==> config.mk <==
export PLATFORM = sky130hd
export DESIGN_NAME = gumnut_ctrl
export DESIGN_NICKNAME = d
export VERILOG_FILES = /design/src/rtl/gumnut_ctrl.sv
export SDC_FILE = /design/constraint.sdc
export NUM_CORES = 1
export LEC_CHECK = 0
export ABC_AREA = 0
export ABC_CLOCK_PERIOD_IN_PS = 1400
export BUFFER_PORTS_ARGS = -buffer_cell sky130_fd_sc_hd__buf_4
export CAP_MARGIN = 5
export CORE_MARGIN = 8
export CORE_UTILIZATION = 45
export CTS_BUF_LIST = sky130_fd_sc_hd__clkbuf_4 sky130_fd_sc_hd__clkbuf_8
export DETAILED_ROUTE_END_ITERATION = 10
export PLACE_DENSITY = 0.86
export SYNTH_ARGS = -nofsm -noshare
export SYNTH_HDL_FRONTEND = slang
export SYNTH_SLANG_ARGS = --single-unit
==> constraint.sdc <==
create_clock -name clk -period 1.4 [get_ports clk]
set_input_delay 0.07 -clock clk [delete_from_list [all_inputs] [get_ports clk]]
set_output_delay 0.07 -clock clk [all_outputs]
set_load 0.01 [all_outputs]
==> src/rtl/gumnut_ctrl.sv <==
// gumnut_ctrl -- instruction sequencing FSM for the Gumnut core.
// Walks FETCH/DECODE/EXECUTE/MEM/WB, handles interrupts and the WAIT state,
// and drives the instruction and data/port bus handshakes.
// Optional feature: define GUMNUT_BUS_TIMEOUT_EN to abort a bus cycle that
// has gone unacknowledged for 15 cycles (bus_err_o pulses, fetch restarts).
module gumnut_ctrl (
  input  logic       clk,
  input  logic       rst,
  input  logic       cen,
  input  logic [6:0] op_i,
  input  logic [2:0] func_i,
  input  logic       inst_ack_i,
  input  logic       data_ack_i,
  input  logic       int_req_i,
  output logic       inst_cyc_o,
  output logic       inst_stb_o,
  output logic       data_cyc_o,
  output logic       data_stb_o,
  output logic       data_we_o,
  output logic       port_o,
  output logic       alu_en_o,
  output logic       reg_wr_o,
  output logic       wb_mem_o,
  output logic       pc_inc_o,
  output logic       pc_ld_o,
  output logic       ret_o,
  output logic       int_ack_o,
  output logic       ie_o,
  output logic [2:0] state_o,
  output logic       bus_err_o
);

  typedef enum logic [2:0] {
    S_FETCH  = 3'd0,
    S_DECODE = 3'd1,
    S_EXEC   = 3'd2,
    S_MEM    = 3'd3,
    S_WB     = 3'd4,
    S_INT    = 3'd5,
    S_WAIT   = 3'd6
  } st_e;

  typedef enum logic [2:0] {K_NOP, K_ALU, K_MEM, K_JMP, K_MISC} kind_e;

  st_e        state;
  kind_e      kind, dkind;
  logic [1:0] msub;    // memory sub-op: 00 ldm, 01 stm, 10 inp, 11 out
  logic [2:0] mfunc;   // misc sub-op
  logic       ie;
  logic       live;    // low from reset until the first enabled cycle after it
  logic       fetching, mem_cyc, tmo_hit;

  // Entering FETCH with interrupts enabled and a request pending skips the
  // bus cycle and takes the interrupt instead.
  function automatic st_e fetch_entry(input logic ie_n, input logic irq);
    return (ie_n && irq) ? S_INT : S_FETCH;
  endfunction

  // Opcode class decode from the instruction's top bits.
  always_comb begin
    dkind = K_NOP;
    if (!op_i[6])                    dkind = K_ALU;
    else if (op_i[6:5] == 2'b10)     dkind = K_MEM;
    else if (op_i[6:4] == 3'b110)    dkind = K_ALU;
    else if (op_i[6:3] == 4'b1110)   dkind = K_ALU;
    else if (op_i[6:2] == 5'b11110)  dkind = K_JMP;
    else if (op_i[6:1] == 6'b111110) dkind = K_JMP;
    else if (op_i == 7'b1111110)     dkind = K_MISC;
  end

  assign fetching = live && (state == S_FETCH) && !tmo_hit;
  assign mem_cyc  = (state == S_MEM) && !tmo_hit;

`ifdef GUMNUT_BUS_TIMEOUT_EN
  logic [3:0] tmo;

  // Count unacknowledged bus cycles; any ack, the abort itself, or being
  // outside a bus state clears it.
  always_ff @(posedge clk) begin
    if (!rst)
      tmo <= '0;
    else if (cen) begin
      if (!(fetching || mem_cyc) || (fetching && inst_ack_i) || (mem_cyc && data_ack_i))
        tmo <= '0;
      else
        tmo <= tmo + 4'd1;
    end
  end

  assign tmo_hit   = (tmo == 4'hF);
  assign bus_err_o = tmo_hit;
`else
  assign tmo_hit   = 1'b0;
  assign bus_err_o = 1'b0;
`endif

  // Main sequencer: state, interrupt enable and the latched instruction class.
  always_ff @(posedge clk) begin
    if (!rst) begin
      state <= S_FETCH;
      ie    <= 1'b0;
      live  <= 1'b0;
      kind  <= K_NOP;
      msub  <= '0;
      mfunc <= '0;
    end else if (cen) begin
      live <= 1'b1;
      if (live) begin
        case (state)
          S_FETCH: begin
            if (tmo_hit)         state <= fetch_entry(ie, int_req_i);
            else if (inst_ack_i) state <= S_DECODE;
          end
          S_DECODE: begin
            state <= S_EXEC;
            kind  <= dkind;
            msub  <= op_i[4:3];
            mfunc <= func_i;
          end
          S_EXEC: begin
            case (kind)
              K_ALU: state <= S_WB;
              K_MEM: state <= S_MEM;
              K_MISC: begin
                case (mfunc)
                  3'b001, 3'b010: begin         // reti, enai
                    ie    <= 1'b1;
                    state <= fetch_entry(1'b1, int_req_i);
                  end
                  3'b011: begin                 // disi
                    ie    <= 1'b0;
                    state <= S_FETCH;
                  end
                  3'b100, 3'b101: state <= S_WAIT;
                  default: state <= fetch_entry(ie, int_req_i);
                endcase
              end
              default: state <= fetch_entry(ie, int_req_i);  // jump, branch, nop
            endcase
          end
          S_MEM: begin
            if (tmo_hit)         state <= fetch_entry(ie, int_req_i);
            else if (data_ack_i) state <= msub[0] ? fetch_entry(ie, int_req_i) : S_WB;
          end
          S_WB:   state <= fetch_entry(ie, int_req_i);
          S_INT: begin
            ie    <= 1'b0;
            state <= S_FETCH;
          end
          S_WAIT: if (ie && int_req_i) state <= S_INT;
          default: state <= S_FETCH;
        endcase
      end
    end
  end

  assign inst_cyc_o = fetching;
  assign inst_stb_o = fetching;
  assign pc_inc_o   = fetching && inst_ack_i && cen;
  assign data_cyc_o = mem_cyc;
  assign data_stb_o = mem_cyc;
  assign data_we_o  = mem_cyc && msub[0];
  assign port_o     = mem_cyc && msub[1];
  assign alu_en_o   = (state == S_EXEC) && (kind == K_ALU);
  assign pc_ld_o    = (state == S_EXEC) && (kind == K_JMP);
  assign ret_o      = (state == S_EXEC) && (kind == K_MISC) && (mfunc[2:1] == 2'b00);
  assign reg_wr_o   = (state == S_WB);
  assign wb_mem_o   = (state == S_WB) && (kind == K_MEM) && !msub[0];
  assign int_ack_o  = (state == S_INT);
  assign ie_o       = ie;
  assign state_o    = state;

endmodule

**Word level (Yosys, flattened, before mapping)**

Index checks and enable logic that the tools add are counted.

- Bits of input ports: 16
- Register bits after elaboration: 13
- Output and inout bits: 18
- Word-level logic and storage cells: 72

- Mux-type cells: 19
- Reduce and logical (&&, ||, !) cells: 21
- Equality and inequality tests: 26

Operator list:

| operator | number |
|---|---|
| 2-to-1 mux 3 bit | 13 |
| equality test 3 bit (second input constant) | 7 |
| equality test 3 x 2 -> 1 bit (second input constant) | 6 |
| one-hot mux 3 bit (3 select lines) | 2 |
| one-hot mux 3 bit (6 select lines) | 1 |
| logical AND 1 bit | 12 |
| AND reduction 5 bit | 2 |
| equality test 3 x 1 -> 1 bit (second input constant) | 3 |
| equality test 7 bit (second input constant) | 1 |
| equality test 6 bit (second input constant) | 1 |
| inequality test 2 bit (second input constant) | 3 |
| equality test 5 bit (second input constant) | 1 |
| equality test 4 bit (second input constant) | 1 |
| one-hot mux 1 bit (2 select lines) | 2 |
| OR reduction 2 bit | 2 |
| zero test 3 bit | 1 |
| inequality test 3 x 1 -> 1 bit (second input constant) | 1 |
| AND reduction 3 bit | 1 |
| equality test 2 bit (second input constant) | 1 |
| zero test 2 bit | 1 |
| inequality test 2 x 1 -> 1 bit (second input constant) | 1 |
| nonzero test 2 bit | 1 |
| zero test 1 bit | 1 |
| 2-to-1 mux 1 bit | 1 |

**Longest topological paths before layout**

- Word-level depth: 8
- Depth in mapped cells: 6
- Depth with buffers taken out: 5

**Worst setup path after synthesis**

Ideal clock, no wire load.

- Path kind: register to register
- Start point: reg state[2] (netlist: state_o[2])
- End point: reg state[2] (netlist: state_o[2])
- Buffers on the path: 1
- Required time: 1.264 ns
- Path slack: -0.182 ns
- Cell stages (with the launch flop): 7
- Clock period less this slack: 1.582 ns
- Arrival time: 1.446 ns
- Library setup time: 0.136 ns
- Cell sequence: dfxtp_1 -> buf_4 -> nor2_1 -> a22o_1 -> a221oi_2 -> o311a_1 -> a311oi_2

- Longest elaborated chain between the ends: 3
- Elaborated cells between the ends (all ways): 11
- Those cells by class: eq/ne: 8; mux: 1; reduce/logical: 2

RTL lines:

| element | RTL line | source |
|---|---|---|
| start, declared | 45 | `st_e state;` |
| start signal, assigned | 111 | `if (tmo_hit) state <= fetch_entry(ie, int_req_i);` |
| start signal, assigned | 128 | `state <= fetch_entry(1'b1, int_req_i);` |
| start signal, assigned | 135 | `default: state <= fetch_entry(ie, int_req_i);` |
| equality test 3 bit, or another cell as far along | 109 | `case (state)` |
| inequality test 2 bit (no line) | -- |  |
| AND reduction 5 bit (no line) | -- |  |

Parallel ways exist; a longest one is shown, timed or not.
A chain may end at the register's enable or synchronous reset.

**Worst setup path in the final report**

- Start point: reg state[0] (netlist: state_o[0])
- End point: reg state[0] (netlist: state_o[0])

Same word-level chain as after synthesis.

==> impl_metrics.py <==
metrics = {
    "placed_design": {
        "post-dp-hpwl_um": 2280,
        "gp_congestion": 0.902,
        "pre_cts_slack_ns": -0.204,
        "dp_cells": 187,
        "io_buffers": 32,
    },
    "final_layout": {
        "layout_common_cells": "buf_4 (46), buf_6 (12), nand2_1 (10)",
        "antenna_cells": 0,
        "multiInputGateArea_um2": 707,
        "areaGrowthSynthToFinish_pct": 68.4,
        "mostFrequentLayoutCell": "buf_4",
        "layoutNonFillerInstCount": 197,
        "regArea_um2": 274,
        "finalNetCount": 187,
        "drive_above_1_share_pct": 53.5,
        "fin_util_pct": 79.4,
        "num-fill-cells": 140,
    },
    "worst_setup_path": {
        "critPathRequiredTime_ns": 1.59,
        "endpoint": "state_o[0]",
        "crit_cells": 4,
        "cp_top_family": "compound AO/OA/AOI/OAI gates",
        "worstSetupPathType": "flip-flop to flip-flop",
        "cp_max_fo": 3,
        "r2r_slack_ns": -0.22,
        "slowest_stage": "o311a_4",
        "rr_worst_depth": 4,
        "arrival_ns": 1.81,
        "critical_path.cell_chain": "buf_6, or3b_4, o311a_4, a311oi_2",
        "worst_setup_path_end_kind": "flip-flop",
        "worst_setup_path_start_kind": "flip-flop",
        "critPathBufInv": 1,
        "reg2reg_from": "state_o[0]",
        "crit_path_max_incr_delay_ns": 0.40,
        "startpoint": "state_o[0]",
        "timing.rr.end": "state_o[0]",
    },
    "global_routing": {
        "grt_pass1_wl_um": 5350,
        "antenna_found_initial": 0,
        "grt_max_degree": 13,
        "grt-ovfl-total": 0,
        "track_usage_pct": 19.1,
        "grt_pass1_vias": 1150,
    },
    "synthesis": {
        "yosys_warnings": 0,
        "synth-edff-count": 0,
        "syn_area_per_cell_um2": 7.90,
        "ys.flop_type": "dfxtp_1",
        "ys_types": 42,
        "netlist_instances": 116,
        "synth_seq_area_share_pct": 28.4,
        "synth_nets": 132,
        "synth_top_area_share_pct": 28.4,
        "async_flop_share_pct": 0,
        "ys_ff_latch": 13,
        "synth_area_leaders": "dfxtp_1 (28%), mux2i_1 (6.6%), nor2b_1 (6.1%), nand2_1 (5.3%), nor2_1 (4.1%)",
        "synth_largest_area_cell": "dfxtp_1",
        "synth_area_um2": 916,
    },
    "routing": {
        "num_vias": 1108,
        "wl_um": 3460,
        "post-route-drc-count": 0,
        "drtIter0Drc": 47,
        "ant_nets": 0,
        "vias_per_cell": 5.62,
        "first_pass_iters": 4,
        "routedWlPerCell_um": 17.6,
    },
    "timing": {
        "worst_hold_slack_ns": 0.00962,
        "setup-violations-final": 19,
        "finalMaxSlewViolations": 0,
        "finalSetupTns_ns": -1.61,
        "setup_slack_ns": -0.223,
        "skew_ns": 0.00127,
        "rsz0062_at_grt": "true",
        "fmax_mhz": 616,
        "layout_min_cycle_time_ns": 1.62,
        "hold_violations": 0,
        "fin_crit_sh_pct": 116,
    },
    "floorplanning": {
        "die_width_um": 61.1,
        "die_area_um2": 3740,
        "initial_utilization_pct": 47.2,
        "ioPinCount": 34,
        "rows": 16,
        "coreArea_um2": 1940,
        "die_h_um": 61.1,
    },
    "cts": {
        "cts.sinks": 13,
        "numCtsBuffers": 3,
        "cts_htree_levels": 1,
        "clockBufferDepth": 2,
        "cts_tree": "done",
        "clk_latency_ns": 0.28,
        "clkSlewWorstSetupHoldPaths_ns": 0.08,
        "cts_root_buffer": "clkbuf_4",
    },
    "power_and_ir_drop": {
        "ir_worst_vdd_v": 0.000410,
        "power.density_nw_per_um2": 549,
        "cellLeakagePower_nw": 0.656,
    },
    "run_status": {
        "violations": "setup timing",
        "status": "finished with violations",
    },
    "job": {
        "maxCapViolCount": 0,
    },
    "worst_hold_path": {
        "hold_class": "input port to flip-flop",
    },
}
## stage by stage
stage / instance area, µm² / power [mW]
after global placement: 1300 / 0.541
after floorplan: 936 / 0.470
after global routing: 1540 / 0.880
after detailed placement: 1300 / 0.548
after CTS: 1470 / 0.824
final: 1540 / 0.847
## power breakdown
group          switching, mW  internal [mW]  leakage (nW)  total (mW)
combinational         0.0897          0.112         0.530       0.202
clock                  0.131          0.130        0.0184       0.261
sequential           0.00990          0.374         0.108       0.384
total                  0.230          0.616         0.656       0.847
## cell usage after synthesis, types with 2 or more instances
cell and instances:
and2_1 5, and3_1 3, buf_2 2, buf_4 4, clkbuf_1 2, dfxtp_1 13, inv_1 2, mux2i_1 6
nand2_1 13, nand2b_1 4, nand3_1 3, nand4_1 2, nor2_1 10, nor2b_1 9, nor3_1 3, nor3b_1 3
o21ai_0 6, o22ai_1 2
## sequential cells by signal, summed over array words and instances (netlist names)
name     cells
kind         3
msub         2
state_o      3
live         1
mfunc        3
ie_o         1
## worst min-delay path by stage
stage	slack (ns)	startpoint	endpoint	cells past startpoint
detailed placement	0.29	cen	live	2
finish	0.01	cen	live	2
CTS	0.0009	cen	live	2
global placement	0.28	op_i[6]	kind[0]	2
floorplan	0.17	op_i[6]	kind[0]	1
global route	0.01	cen	live	2
## cell families (layout without fill, tap and decap cells)
family	after synthesis	after routing	share of synthesized area (%)
compound gates	20	20	16.4
simple gates	64	64	40.0
other cells	1	1	0.409
buf+inv	11	65	7.24
flops	13	13	28.4
xor+xnor	1	1	0.956
mux	6	6	6.56
## layer usage
metal / GRT usage, % / share of wire, %
met5: 0 / 0
met4: 6.98 / 4.3
met3: 4.18 / 6.5
met2: 36.1 / 53
met1: 19.7 / 36
## repair_timing
item | CTS | global route
hold buffers | 1 | 0
setup endpoints to repair | 16 | 24
gates cloned | 1 | 0
resized for setup | 26 | 17
endpoints found under the hold margin | 1 | 0
buffers inserted | 2 | 2
pin swaps | 8 | 8
## area by class of cell
cell class                 count  area share (%)
clock buffer                   4            1.95
inverter                       2           0.487
multi-input combinational     92            45.8
sequential                    13            17.8
tap                           27            2.19
timing repair buffer          59            31.8
Note: power is estimated with default switching activity, not from simulation.
